**src/rtl/load_unit.sv**
```systemverilog
// load_unit: multi-cycle MIPS-I load engine (LB/LBU/LH/LHU/LW/LWL/LWR).
// Latches the effective address on start, issues one word-aligned read with
// a waitrequest handshake, then aligns/extends the returned word and presents
// it to the register-file load write port for exactly one cycle.
module load_unit (
   input  logic        clk,
   input  logic        rst,
   input  logic        start,
   input  logic [5:0]  opcode,
   input  logic [31:0] base,
   input  logic [15:0] offset,
   output logic [31:0] mem_address,
   output logic        mem_read,
   output logic [3:0]  mem_byteenable,
   input  logic [31:0] mem_readdata,
   input  logic        mem_waitrequest,
   output logic        busy,
   output logic        done,
   output logic        fault,
   output logic        write_enable_ld,
   output logic [31:0] write_data_ld,
   output logic [3:0]  byteenable_ld
);

   localparam logic [5:0] OP_LB  = 6'h20;
   localparam logic [5:0] OP_LH  = 6'h21;
   localparam logic [5:0] OP_LWL = 6'h22;
   localparam logic [5:0] OP_LW  = 6'h23;
   localparam logic [5:0] OP_LBU = 6'h24;
   localparam logic [5:0] OP_LHU = 6'h25;
   localparam logic [5:0] OP_LWR = 6'h26;

   typedef enum logic [1:0] {
      S_IDLE = 2'd0,
      S_REQ  = 2'd1,
      S_WB   = 2'd2,
      S_ERR  = 2'd3
   } state_t;

   state_t             r_state;
   state_t             w_state_nxt;

   // Transaction context; data-only registers, qualified by state everywhere
   logic [5:0]         r_op;
   logic [31:0]        r_ea;
   logic [31:0]        r_word;

   logic signed [31:0] w_offset_sext;
   logic [31:0]        w_ea_in;
   logic               w_fault_in;
   logic               w_accept;
   logic               w_handshake;
   logic [1:0]         w_lane;

   // Misaligned halfword/word accesses and unknown opcodes fault at latch time
   function automatic logic f_fault(input logic [5:0] op, input logic [1:0] lane);
      logic flt;
      flt = 1'b0;
      case (op)
         OP_LB, OP_LBU, OP_LWL, OP_LWR: flt = 1'b0;
         OP_LH, OP_LHU:                 flt = lane[0];
         OP_LW:                         flt = (lane != 2'd0);
         default:                       flt = 1'b1;
      endcase
      return flt;
   endfunction

   // Byte lanes requested on the memory bus
   function automatic logic [3:0] f_mem_be(input logic [5:0] op, input logic [1:0] lane);
      logic [3:0] be;
      be = 4'b1111;
      case (op)
         OP_LB, OP_LBU: be = 4'b0001 << lane;
         OP_LH, OP_LHU: be = lane[1] ? 4'b1100 : 4'b0011;
         default:       be = 4'b1111;
      endcase
      return be;
   endfunction

   // Register byte lanes written; LWL/LWR merge only part of rt
   function automatic logic [3:0] f_reg_be(input logic [5:0] op, input logic [1:0] lane);
      logic [3:0] be;
      be = 4'b1111;
      case (op)
         OP_LWL: be = 4'b1111 << (~lane);
         OP_LWR: be = 4'b1111 >> lane;
         default: be = 4'b1111;
      endcase
      return be;
   endfunction

   // Align the returned word into register position, with sign/zero extension
   function automatic logic [31:0] f_align(input logic [5:0] op, input logic [1:0] lane,
                                           input logic [31:0] w);
      logic [31:0] sh_byte;
      logic [7:0]  b;
      logic [15:0] h;
      logic [31:0] d;
      sh_byte = w >> {lane, 3'b000};
      b       = sh_byte[7:0];
      h       = lane[1] ? w[31:16] : w[15:0];
      d       = 32'd0;
      case (op)
         OP_LB:  d = {{24{b[7]}}, b};
         OP_LBU: d = {24'd0, b};
         OP_LH:  d = {{16{h[15]}}, h};
         OP_LHU: d = {16'd0, h};
         OP_LW:  d = w;
         OP_LWL: d = w << {~lane, 3'b000};
         OP_LWR: d = w >> {lane, 3'b000};
         default: d = 32'd0;
      endcase
      return d;
   endfunction

   // Effective address wraps modulo 2^32; no overflow trap for loads
   assign w_offset_sext = {{16{offset[15]}}, offset};
   assign w_ea_in       = base + w_offset_sext;
   assign w_fault_in    = f_fault(opcode, w_ea_in[1:0]);
   assign w_accept      = (r_state == S_IDLE) && start;
   assign w_handshake   = (r_state == S_REQ) && !mem_waitrequest;
   assign w_lane        = r_ea[1:0];

   // State register; async reset kills any in-flight request immediately
   always_ff @(posedge clk or posedge rst) begin
      if (rst) begin
         r_state <= S_IDLE;
      end else begin
         r_state <= w_state_nxt;
      end
   end

   // Latch opcode/address on accept and the read word on the handshake edge
   always_ff @(posedge clk) begin
      if (w_accept) begin
         r_op <= opcode;
         r_ea <= w_ea_in;
      end
      if (w_handshake) begin
         r_word <= mem_readdata;
      end
   end

   // Next-state logic and state-decoded outputs
   always_comb begin
      w_state_nxt     = r_state;
      mem_read        = 1'b0;
      mem_address     = 32'd0;
      mem_byteenable  = 4'b0000;
      busy            = 1'b1;
      done            = 1'b0;
      fault           = 1'b0;
      write_enable_ld = 1'b0;
      write_data_ld   = 32'd0;
      byteenable_ld   = 4'b0000;
      case (r_state)
         S_IDLE: begin
            busy = 1'b0;
            if (start) begin
               w_state_nxt = w_fault_in ? S_ERR : S_REQ;
            end
         end
         S_REQ: begin
            mem_read       = 1'b1;
            mem_address    = {r_ea[31:2], 2'b00};
            mem_byteenable = f_mem_be(r_op, w_lane);
            if (!mem_waitrequest) begin
               w_state_nxt = S_WB;
            end
         end
         S_WB: begin
            done            = 1'b1;
            write_enable_ld = 1'b1;
            write_data_ld   = f_align(r_op, w_lane, r_word);
            byteenable_ld   = f_reg_be(r_op, w_lane);
            w_state_nxt     = S_IDLE;
         end
         S_ERR: begin
            done        = 1'b1;
            fault       = 1'b1;
            w_state_nxt = S_IDLE;
         end
         default: begin
            w_state_nxt = S_IDLE;
         end
      endcase
   end

endmodule

```
**config.mk**
```make
export PLATFORM = sky130hd
export DESIGN_NAME = load_unit
export DESIGN_NICKNAME = d
export VERILOG_FILES = /design/src/rtl/load_unit.sv
export SDC_FILE = /design/constraint.sdc
export NUM_CORES = 1
export LEC_CHECK = 0
export CAP_MARGIN = 30
export CORE_ASPECT_RATIO = 0.7
export CORE_UTILIZATION = 29
export CTS_CLUSTER_SIZE = 16
export DETAILED_ROUTE_END_ITERATION = 10
export GPL_ROUTABILITY_DRIVEN = 1
export GPL_TIMING_DRIVEN = 0
export PLACE_DENSITY = 0.53
export SYNTH_ARGS = -nofsm -noshare
export SYNTH_HDL_FRONTEND = slang
export SYNTH_SLANG_ARGS = --single-unit
```
**constraint.sdc**
```tcl
create_clock -name clk -period 3.6 [get_ports clk]
set_clock_uncertainty 0.2 [all_clocks]
set_input_delay 0.54 -clock clk [delete_from_list [all_inputs] [get_ports clk]]
set_output_delay 0.54 -clock clk [all_outputs]
set_load 0.02 [all_outputs]
```
==> flow_summary.json, run 1 <==
{
  "ir_worst_vdd_mv": 0.221,
  "cts-root-buf": "sky130_fd_sc_hd__clkbuf_16",
  "post_route_antenna_net_violation_count": 0,
  "antenna_cells": 0,
  "power.density_mw_per_mm2": 480,
  "fillCellCount": 1876,
  "htree_num_levels": 3,
  "timing.critical_path.fanout_max": 3,
  "critical_path.reg2reg.endpoint": "r_word[2]$_DFFE_PP_",
  "syn_avg_cell_area_um2": 9.62,
  "finalWorstPathRequiredPeriod_ns": 3.49,
  "rsz0062_at_grt": "no",
  "fp.coreArea_mm2": 0.0189,
  "synth_seq_cells": 72,
  "clkLatencyLatePin_ns": 0.35,
  "port_buf_inserts": 164,
  "cts_inserted_buffers": 9,
  "die_x_um": 168,
  "via_count": 5328,
  "die-area_mm2": 0.0199,
  "slew_viol_final": 0,
  "design.final.nets": 884,
  "synth_cell_types": 66,
  "register_area_mm2": 0.00215,
  "floorplan.initialDensity": 0.296,
  "multi_input_comb_area_mm2": 0.00332,
  "rrSetupSlack_ns": 1.51,
  "final_common_cell": "sky130_fd_sc_hd__clkdlybuf4s50_1",
  "route.detailed.vias_per_inst": 5.28,
  "end_kind": "flop",
  "netlist.area_leader.share": 0.375,
  "syn_inst": 583,
  "finalSetupViolations": 0,
  "post_route_cells_drive_above_1_share": 0.113,
  "ctsHoldBuffers": 0,
  "pin_count_of_the_biggest_net_entering_global_routing": 35,
  "floorplan.rows": 42,
  "timing.reg2reg.worst_path_depth": 2,
  "critical_path.slowest_cell": "sky130_fd_sc_hd__a2111oi_4",
  "finalWeightedCongestion": 0.909,
  "hold_path.class": "input port to async pin",
  "fin_setup_tns_ns": 0,
  "cp_num_cells": 10,
  "r2r-start": "r_state[1]$_DFFE_PP0P_",
  "worstSetupStartpointType": "input port",
  "synth_async_sr_flop_share": 0.0278,
  "number_of_synthesized_flops_with_an_enable_pin": 70,
  "worst_path_dominant_cell_family": "compound AO/OA/AOI/OAI gates",
  "cts-root-to-sink-buffers": 2,
  "hold_viol_final": 0,
  "tritoncts": "yes",
  "timing.max_cap.violations": 0,
  "first_pass_iters": 6,
  "max-slew-margin-rel": 0.343,
  "detailed_place_hpwl_mm": 14.3,
  "layout_setup_ws_ns": 0.114,
  "syn-cell-area_mm2": 0.00561,
  "worstSetupPathType": "input port to flop",
  "synth.yosys.warnings": 0,
  "run_status": "finished clean",
  "die_h_um": 118,
  "postRouteWirelength_mm": 18.7,
  "preCtsSetupSlack_ns": -0.481,
  "highest_achievable_clock_rate_mhz": 287,
  "number_of_antenna_violations_at_the_first_check_in_global_routing": 0,
  "mostFrequentLayoutCells": "sky130_fd_sc_hd__clkdlybuf4s50_1 (131), sky130_fd_sc_hd__a21oi_1 (74), sky130_fd_sc_hd__edfxtp_1 (70), sky130_fd_sc_hd__nor2_1 (35), sky130_fd_sc_hd__and2_1 (33)",
  "synth_flop_cell": "sky130_fd_sc_hd__edfxtp_1",
  "routedWlPerCell_um": 18.6,
  "yosysSeqAreaShare": 0.384,
  "timing.critical_path.cells": "clkdlybuf4s50_1 > ha_1 > fa_1 > a21o_1 > a2111oi_4 > nor3_1 > o21ai_1 > a31oi_1 > a311oi_2 > xnor2_1",
  "cts.sink_count": 72,
  "global_route.overflow_total": 0,
  "grt_pass1_wl_mm": 29.0,
  "synthDominantAreaCellType": "sky130_fd_sc_hd__edfxtp_1",
  "slew_worst_pin_ns": 0.984,
  "crit_buf_inv": 1,
  "p_leak_nw": 3.04,
  "groute.usage.overall": 0.189,
  "first_global_vias": 5362,
  "critPathRequiredTime_ns": 3.49,
  "area.growth.synth_to_final_pct": 41.4,
  "min_period_over_period": 0.968,
  "clk_pin_slew_ns": 0.06,
  "drt_iter0_drc": 411,
  "cp_slowest_stage_delay_ns": 0.48,
  "synthTopCellsByArea": "sky130_fd_sc_hd__edfxtp_1 (37%), sky130_fd_sc_hd__a21oi_1 (7.0%), sky130_fd_sc_hd__ha_1 (6.9%), sky130_fd_sc_hd__mux2_2 (4.0%), sky130_fd_sc_hd__and2_1 (3.7%)",
  "worst_ep_arrival_time_ns": 3.37,
  "route.detailed.drc": 0,
  "floorplan.io_pins": 167
}
==> registers in the layout, summed over array words and instances, names as in the netlist <==
register  count
r_state       2
r_word       32
r_op          6
r_ea         32
==> report_power, final <==
| group | internal [mW] | switching (mW) | total (mW) |
|---|---|---|---|
| clock network | 0.458 | 0.348 | 0.807 |
| logic | 0.766 | 0.984 | 1.75 |
| registers | 1.15 | 0.0959 | 1.25 |
==> worst max-delay path by stage <==
stage	startpoint	end	slack, ns
2_1_floorplan	r_state[1]$_DFFE_PP0P_	r_ea[0]$_DFFE_PP_	0.53
4_1_cts	r_op[3]$_DFFE_PP_	write_data_ld[17]	-0.01
3_3_place_gp	start	r_ea[26]$_DFFE_PP_	-0.55
3_5_place_dp	offset[15]	r_ea[26]$_DFFE_PP_	-0.48
5_1_grt	r_op[3]$_DFFE_PP_	write_data_ld[13]	0.002
6_report	offset[0]	r_ea[26]$_DFFE_PP_	0.11
==> synthesized netlist by cell type (2+ instances only) <==
cell	instances
sky130_fd_sc_hd__nand3_1	13
sky130_fd_sc_hd__clkbuf_1	19
sky130_fd_sc_hd__xor2_1	12
sky130_fd_sc_hd__and3_1	11
sky130_fd_sc_hd__mux2_2	20
sky130_fd_sc_hd__nor3_2	4
sky130_fd_sc_hd__o21ai_0	14
sky130_fd_sc_hd__a22o_1	8
sky130_fd_sc_hd__o22ai_1	2
sky130_fd_sc_hd__inv_1	16
sky130_fd_sc_hd__mux2i_1	8
sky130_fd_sc_hd__buf_2	12
sky130_fd_sc_hd__and2_1	33
sky130_fd_sc_hd__a21o_1	15
sky130_fd_sc_hd__nand2b_1	2
sky130_fd_sc_hd__o211ai_1	3
sky130_fd_sc_hd__o21a_1	6
sky130_fd_sc_hd__or2_1	2
sky130_fd_sc_hd__buf_1	2
sky130_fd_sc_hd__nand4_1	3
sky130_fd_sc_hd__nor4b_1	2
sky130_fd_sc_hd__dfrtp_1	2
sky130_fd_sc_hd__nor3_1	4
sky130_fd_sc_hd__nor2b_1	6
sky130_fd_sc_hd__o21ai_1	5
sky130_fd_sc_hd__buf_4	2
sky130_fd_sc_hd__o21bai_1	7
sky130_fd_sc_hd__a222oi_1	8
sky130_fd_sc_hd__a211oi_1	6
sky130_fd_sc_hd__a31oi_1	5
sky130_fd_sc_hd__a22oi_1	24
sky130_fd_sc_hd__nor4_1	2
sky130_fd_sc_hd__ha_1	31
sky130_fd_sc_hd__edfxtp_1	70
sky130_fd_sc_hd__nor3b_1	3
sky130_fd_sc_hd__nand2_1	30
sky130_fd_sc_hd__a221oi_1	8
sky130_fd_sc_hd__xnor2_1	17
sky130_fd_sc_hd__or2_2	3
sky130_fd_sc_hd__nor2_1	40
sky130_fd_sc_hd__a21oi_1	78
==> worst reg2reg max path: stages, from the launching register on <==
cell	delay, ns
sky130_fd_sc_hd__dfrtp_1	0.41
sky130_fd_sc_hd__nand2b_1	0.29
sky130_fd_sc_hd__nor2_4	0.80
==> metrics by stage <==
step | cells | cell area, µm² | util | hold WS, ns | total power, mW
after floorplan | 584 | 5610 | - | 0.0812 | 2.24
after global placement | 990 | 7550 | 0.399 | 0.519 | 2.97
after detailed placement | 991 | 7590 | 0.401 | 0.503 | 2.99
after CTS | 1009 | 7910 | 0.418 | 0.159 | 3.84
after global routing | 1009 | 7930 | 0.419 | 0.160 | 4.00
final | 1009 | 7930 | 0.419 | 0.159 | 3.81
==> logic make-up after synthesis <==
logic type,share of synthesized area
and+or+nand+nor,0.158
adders and majority gates,0.0728
DFF,0.384
muxes,0.0585
AOI/OAI and AO/OA,0.242
xor gates and xnor gates,0.0453
other,0.000669
buffers and inverters,0.0382
==> layer usage <==
metal | vias up | GRT usage | share of wire
met5 | - | 0 | 0
met4 | 0 | 0.0528 | 0.013
met3 | 27 | 0.0532 | 0.075
met2 | 214 | 0.293 | 0.45
met1 | 2500 | 0.255 | 0.46
li1 | 2587 | - | -
==> layout make-up <==
class,instances,area share
timing repair buffer,168,0.209
inverter,16,0.00758
multi-input combinational,461,0.419
sequential,72,0.272
clock inverter,7,0.00474
buffer,34,0.0215
clock buffer,9,0.0284
tap,242,0.0382
==> what timing repair did <==
action / CTS / global route
endpoints found under the hold margin: 0 / 0
pin swaps: 3 / 0
resized for setup: 55 / 8
gates cloned: 0 / 0
buffers inserted: 3 / 0
setup endpoints to repair: 38 / 8
Note: power is estimated with default switching activity, not from simulation.
==> run 2: changes to the inputs <==
Settings changed: REMOVE_ABC_BUFFERS set to 1, SETUP_SLACK_MARGIN set to 0.4.
==> flow_summary.json, run 2 (same netlist as run 1, synthesis figures left out) <==
{
  "run_status": "finished clean",
  "layout_setup_ws_ns": 0.445,
  "finalWorstPathRequiredPeriod_ns": 3.16,
  "min_period_over_period": 0.876,
  "worst_setup_path_startpoint": "r_op[3]$_DFFE_PP_",
  "fp.coreArea_mm2": 0.0189,
  "groute.usage.overall": 0.182,
  "timing.max_cap.violations": 0,
  "critical_path.slowest_cell": "sky130_fd_sc_hd__clkdlybuf4s50_1",
  "cts-root-to-sink-buffers": 2,
  "floorplan.rows": 42,
  "timing.critical_path.cells": "or3b_4 > nor2_4 > nand3_4 > buf_4 > o22ai_1 > nor2_1 > clkdlybuf4s50_1",
  "rrSetupSlack_ns": 1.65,
  "clk_pin_slew_ns": 0.06,
  "max-slew-margin-rel": 0.632,
  "timing.reg2reg.worst_path_depth": 3,
  "finish.instance_area_mm2": 0.00829,
  "tritoncts": "yes",
  "cp_slowest_stage_delay_ns": 0.55,
  "ir_worst_vdd_mv": 0.196,
  "global_route.overflow_total": 0,
  "first_pass_iters": 6,
  "drt_iter0_drc": 449,
  "cts_inserted_buffers": 9,
  "design.final.nets": 899,
  "route.detailed.vias_per_inst": 5.35,
  "routedWlPerCell_um": 18.1,
  "final_common_cell": "sky130_fd_sc_hd__clkdlybuf4s50_1",
  "die_h_um": 118,
  "rsz0062_at_grt": "yes",
  "critPathCapture": "byteenable_ld[1]",
  "route.detailed.drc": 0,
  "port_buf_inserts": 164,
  "end_kind": "output port",
  "postRouteWirelength_mm": 18.5,
  "worst_ep_arrival_time_ns": 2.42,
  "preCtsSetupSlack_ns": -0.426,
  "worst_path_dominant_cell_family": "simple AND/OR/NAND/NOR gates",
  "timing.critical_path.fanout_max": 8,
  "mostFrequentLayoutCells": "sky130_fd_sc_hd__clkdlybuf4s50_1 (125), sky130_fd_sc_hd__a21oi_1 (73), sky130_fd_sc_hd__edfxtp_1 (70), sky130_fd_sc_hd__buf_4 (42), sky130_fd_sc_hd__nor2_1 (34)",
  "cts-root-buf": "sky130_fd_sc_hd__clkbuf_16",
  "power.density_mw_per_mm2": 484,
  "slew_worst_pin_ns": 0.551,
  "critPathRequiredTime_ns": 2.86,
  "cp_num_cells": 7,
  "detailed_place_hpwl_mm": 13.1,
  "worstSetupPathType": "flop to output port",
  "cts.sink_count": 72,
  "grt_pass1_wl_mm": 28.2,
  "fin_setup_tns_ns": 0,
  "largest_registers": "r_ea x32, r_word x32, r_op x6",
  "worstSetupStartpointType": "flop",
  "number_of_antenna_violations_at_the_first_check_in_global_routing": 0,
  "die_x_um": 168,
  "final.hold.worst_slack_ns": 0.159,
  "finalSetupViolations": 0,
  "hold_path.class": "input port to async pin",
  "highest_achievable_clock_rate_mhz": 317,
  "pin_count_of_the_biggest_net_entering_global_routing": 32,
  "post_route_antenna_net_violation_count": 0,
  "critical_path.reg2reg.endpoint": "r_word[8]$_DFFE_PP_",
  "antenna_cells": 0,
  "finalWeightedCongestion": 0.820,
  "via_count": 5470,
  "area.growth.synth_to_final_pct": 47.8,
  "placed_cell_area_mm2": 0.00757,
  "first_global_vias": 5303,
  "hold_viol_final": 0,
  "r2r-start": "r_state[1]$_DFFE_PP0P_",
  "die-area_mm2": 0.0199,
  "slew_viol_final": 0,
  "floorplan.initialDensity": 0.296,
  "floorplan.io_pins": 167,
  "clkLatencyLatePin_ns": 0.34,
  "p_leak_nw": 3.13,
  "post_route_cells_drive_above_1_share": 0.205,
  "htree_num_levels": 3,
  "util_after_layout": 0.438,
  "crit_buf_inv": 2
}
-- run 2: per-layer routing --
layer	wire length, µm	vias up	share of wire	track usage
met3	1180	27	0.064	0.0466
met4	345	2	0.019	0.0602
met1	8310	2604	0.45	0.231
met5	5	-	0.00027	0
met2	8690	227	0.47	0.302
li1	-	2610	-	-
-- run 2: how the worst min path moves through the flow --
stage | start | to | cells past startpoint
CTS | rst | r_state[0]$_DFFE_PP0P_ | 2
detailed placement | r_state[0]$_DFFE_PP0P_ | r_state[1]$_DFFE_PP0P_ | 2
finish | rst | r_state[0]$_DFFE_PP0P_ | 2
global route | rst | r_state[0]$_DFFE_PP0P_ | 2
floorplan | rst | r_state[0]$_DFFE_PP0P_ | 1
global placement | r_state[0]$_DFFE_PP0P_ | r_state[1]$_DFFE_PP0P_ | 2
-- run 2: layout make-up --
type / count / area, µm²
multi-input cells: 462 / 3440
clock buffers: 9 / 225
flip-flops and latches: 72 / 2150
inverters: 16 / 63.8
repair buffers: 215 / 2030
fillers: 1796 / 10600
well taps: 242 / 303
repair inverters: 1 / 7.51
clock inverters: 6 / 70.1
-- run 2: stage by stage --
stage               std cells  power, mW
global placement          955       2.89
floorplan                 549       2.21
CTS                      1006       4.00
global route             1023       4.22
detailed placement        963       2.99
finish                   1023       4.02
-- run 2: report_power, final --
group	switching [mW]	total (mW)	internal (mW)
sequential	0.0971	1.25	1.15
combinational	1.02	1.87	0.855
clock	0.358	0.894	0.536
total	1.47	4.02	2.54
-- run 2: repair_timing --
action | CTS | global route
setup buffers | 26 | 16
pin swaps | 16 | 22
hold buffers | 0 | 0
gates resized for setup | 107 | 55
cloned | 2 | 1
setup endpoints to repair | 75 | 39
==> run 3: changes to the inputs <==
Settings changed: SLEW_MARGIN set to 20.
==> flow_summary.json, run 3 (same netlist as run 1, synthesis figures left out) <==
{
  "run_status": "finished clean",
  "worst_path_dominant_cell_family": "simple AND/OR/NAND/NOR gates",
  "crit_buf_inv": 3,
  "routedWlPerCell_um": 18.4,
  "clkLatencyLatePin_ns": 0.34,
  "fp.coreArea_mm2": 0.0189,
  "number_of_antenna_violations_at_the_first_check_in_global_routing": 0,
  "post_route_cells_drive_above_1_share": 0.212,
  "layout.cells.non_filler": 1019,
  "dpl.cell_count": 961,
  "antenna_cells": 0,
  "worst_path_most_repeated_cell": "sky130_fd_sc_hd__buf_6",
  "detailed_place_hpwl_mm": 13.1,
  "power.density_mw_per_mm2": 476,
  "port_buf_inserts": 164,
  "final_common_cell": "sky130_fd_sc_hd__clkdlybuf4s50_1",
  "cts.sink_count": 72,
  "global_route.overflow_total": 0,
  "fillCellCount": 1785,
  "fin_setup_tns_ns": 0,
  "via_count": 5489,
  "tritoncts": "yes",
  "finalWorstPathRequiredPeriod_ns": 3.21,
  "route.detailed.drc": 0,
  "die_h_um": 118,
  "min_period_over_period": 0.890,
  "floorplan.rows": 42,
  "timing.critical_path.cells": "or3b_4 > nor2_4 > nand3_4 > nor3_4 > buf_6 > buf_6 > a22oi_1 > a21oi_1 > buf_4",
  "finalSetupViolations": 0,
  "groute.usage.overall": 0.186,
  "slew_worst_pin_ns": 0.530,
  "grt_pass1_wl_mm": 28.8,
  "worst_ep_arrival_time_ns": 2.47,
  "highest_achievable_clock_rate_mhz": 312,
  "cts-root-buf": "sky130_fd_sc_hd__clkbuf_16",
  "hold_viol_final": 0,
  "hold_path.class": "input port to async pin",
  "p_leak_nw": 3.11,
  "timing.critical_path.fanout_max": 7,
  "die-area_mm2": 0.0199,
  "rsz0062_at_grt": "yes",
  "clk_pin_slew_ns": 0.06,
  "critPathRequiredTime_ns": 2.86,
  "largest_registers": "r_ea x32, r_word x32, r_op x6",
  "timing.max_cap.violations": 0,
  "mostFrequentLayoutCells": "sky130_fd_sc_hd__clkdlybuf4s50_1 (124), sky130_fd_sc_hd__a21oi_1 (72), sky130_fd_sc_hd__edfxtp_1 (70), sky130_fd_sc_hd__buf_4 (46), sky130_fd_sc_hd__nor2_1 (34)",
  "finalWeightedCongestion": 0.820,
  "ctsHoldBuffers": 0,
  "first_global_vias": 5514,
  "ir_worst_vdd_mv": 0.200,
  "cp_slowest_stage_delay_ns": 0.49,
  "critical_path.slowest_cell": "sky130_fd_sc_hd__or3b_4",
  "post_route_antenna_net_violation_count": 0,
  "htree_num_levels": 3,
  "first_pass_iters": 6,
  "max-slew-margin-rel": 0.646,
  "floorplan.initialDensity": 0.296,
  "postRouteWirelength_mm": 18.7,
  "cts_inserted_buffers": 9,
  "slew_viol_final": 0,
  "total_power_mw": 3.92,
  "worstSetupStartpointType": "flop",
  "die_x_um": 168,
  "design.final.nets": 895,
  "floorplan.io_pins": 167,
  "route.detailed.vias_per_inst": 5.39,
  "area.growth.synth_to_final_pct": 46.6,
  "worstSetupPathType": "flop to output port",
  "end_kind": "output port",
  "pin_count_of_the_biggest_net_entering_global_routing": 29,
  "cts-root-to-sink-buffers": 2,
  "drt_iter0_drc": 532
}
==> run 3: path summary, 6_finish.rpt <==
check | from | endpoint | slack [ns] | depth (start not counted)
max | r_op[3]$_DFFE_PP_ | write_data_ld[11] | 0.39 | 9
min | rst | r_state[0]$_DFFE_PP0P_ | 0.15 | 2
max reg2reg | r_state[1]$_DFFE_PP0P_ | r_word[8]$_DFFE_PP_ | 1.65 | 3
min reg2reg | r_state[0]$_DFFE_PP0P_ | r_state[1]$_DFFE_PP0P_ | 0.47 | 2
max in group asynchronous | rst | r_state[1]$_DFFE_PP0P_ | 2.94 | 2
min in group clk | offset[0] | r_ea[0]$_DFFE_PP_ | 0.36 | 2
==> run 3: area by class of cell <==
| type | count | area, µm² | share of cell area |
|---|---|---|---|
| Timing Repair inverter | 1 | 7.51 | 0.000913 |
| Multi-Input combinational cell | 464 | 3460 | 0.421 |
| Timing Repair Buffer | 209 | 1960 | 0.239 |
| Clock buffer | 9 | 225 | 0.0274 |
| Sequential cell | 72 | 2150 | 0.262 |
| Inverter | 16 | 63.8 | 0.00776 |
| Clock inverter | 6 | 42.5 | 0.00517 |
| Tap cell | 242 | 303 | 0.0368 |
==> run 3: repair_timing <==
action | CTS | global route
gates cloned | 4 | 0
gates resized for setup | 121 | 66
setup endpoints to repair | 76 | 43
pin swaps | 20 | 18
setup buffers | 28 | 11
==> run 3: report_power, final <==
part | internal, mW | switching [mW] | total, mW
registers | 1.15 | 0.0995 | 1.25
clock network | 0.464 | 0.350 | 0.813
logic | 0.832 | 1.02 | 1.85
total | 2.45 | 1.47 | 3.92
==> run 3: worst reg2reg max path: stages (launching register included) <==
cell                       delay (ns)
sky130_fd_sc_hd__dfrtp_1         0.40
sky130_fd_sc_hd__nand2b_2        0.33
sky130_fd_sc_hd__nor2_4          0.48
sky130_fd_sc_hd__buf_16          0.23
==> run 3: metal layers <==
metal / GRT usage / vias to the layer above / share of wire
li1: - / 2612 / -
met1: 0.230 / 2606 / 0.43
met2: 0.318 / 242 / 0.49
met3: 0.0445 / 29 / 0.063
met4: 0.0614 / 0 / 0.018
met5: 0 / - / 0
==> run 3: through the flow <==
stage / worst slack (ns) / hold WS (ns) / utilization / area (µm²)
after floorplan: 0.231 / 0.0812 / - / 5460
after global placement: -1.05 / 0.427 / 0.391 / 7400
final: 0.395 / 0.152 / 0.435 / 8220
after global routing: 0.291 / 0.149 / 0.435 / 8220
after CTS: 0.286 / 0.143 / 0.429 / 8120
after detailed placement: -0.439 / 0.440 / 0.398 / 7520
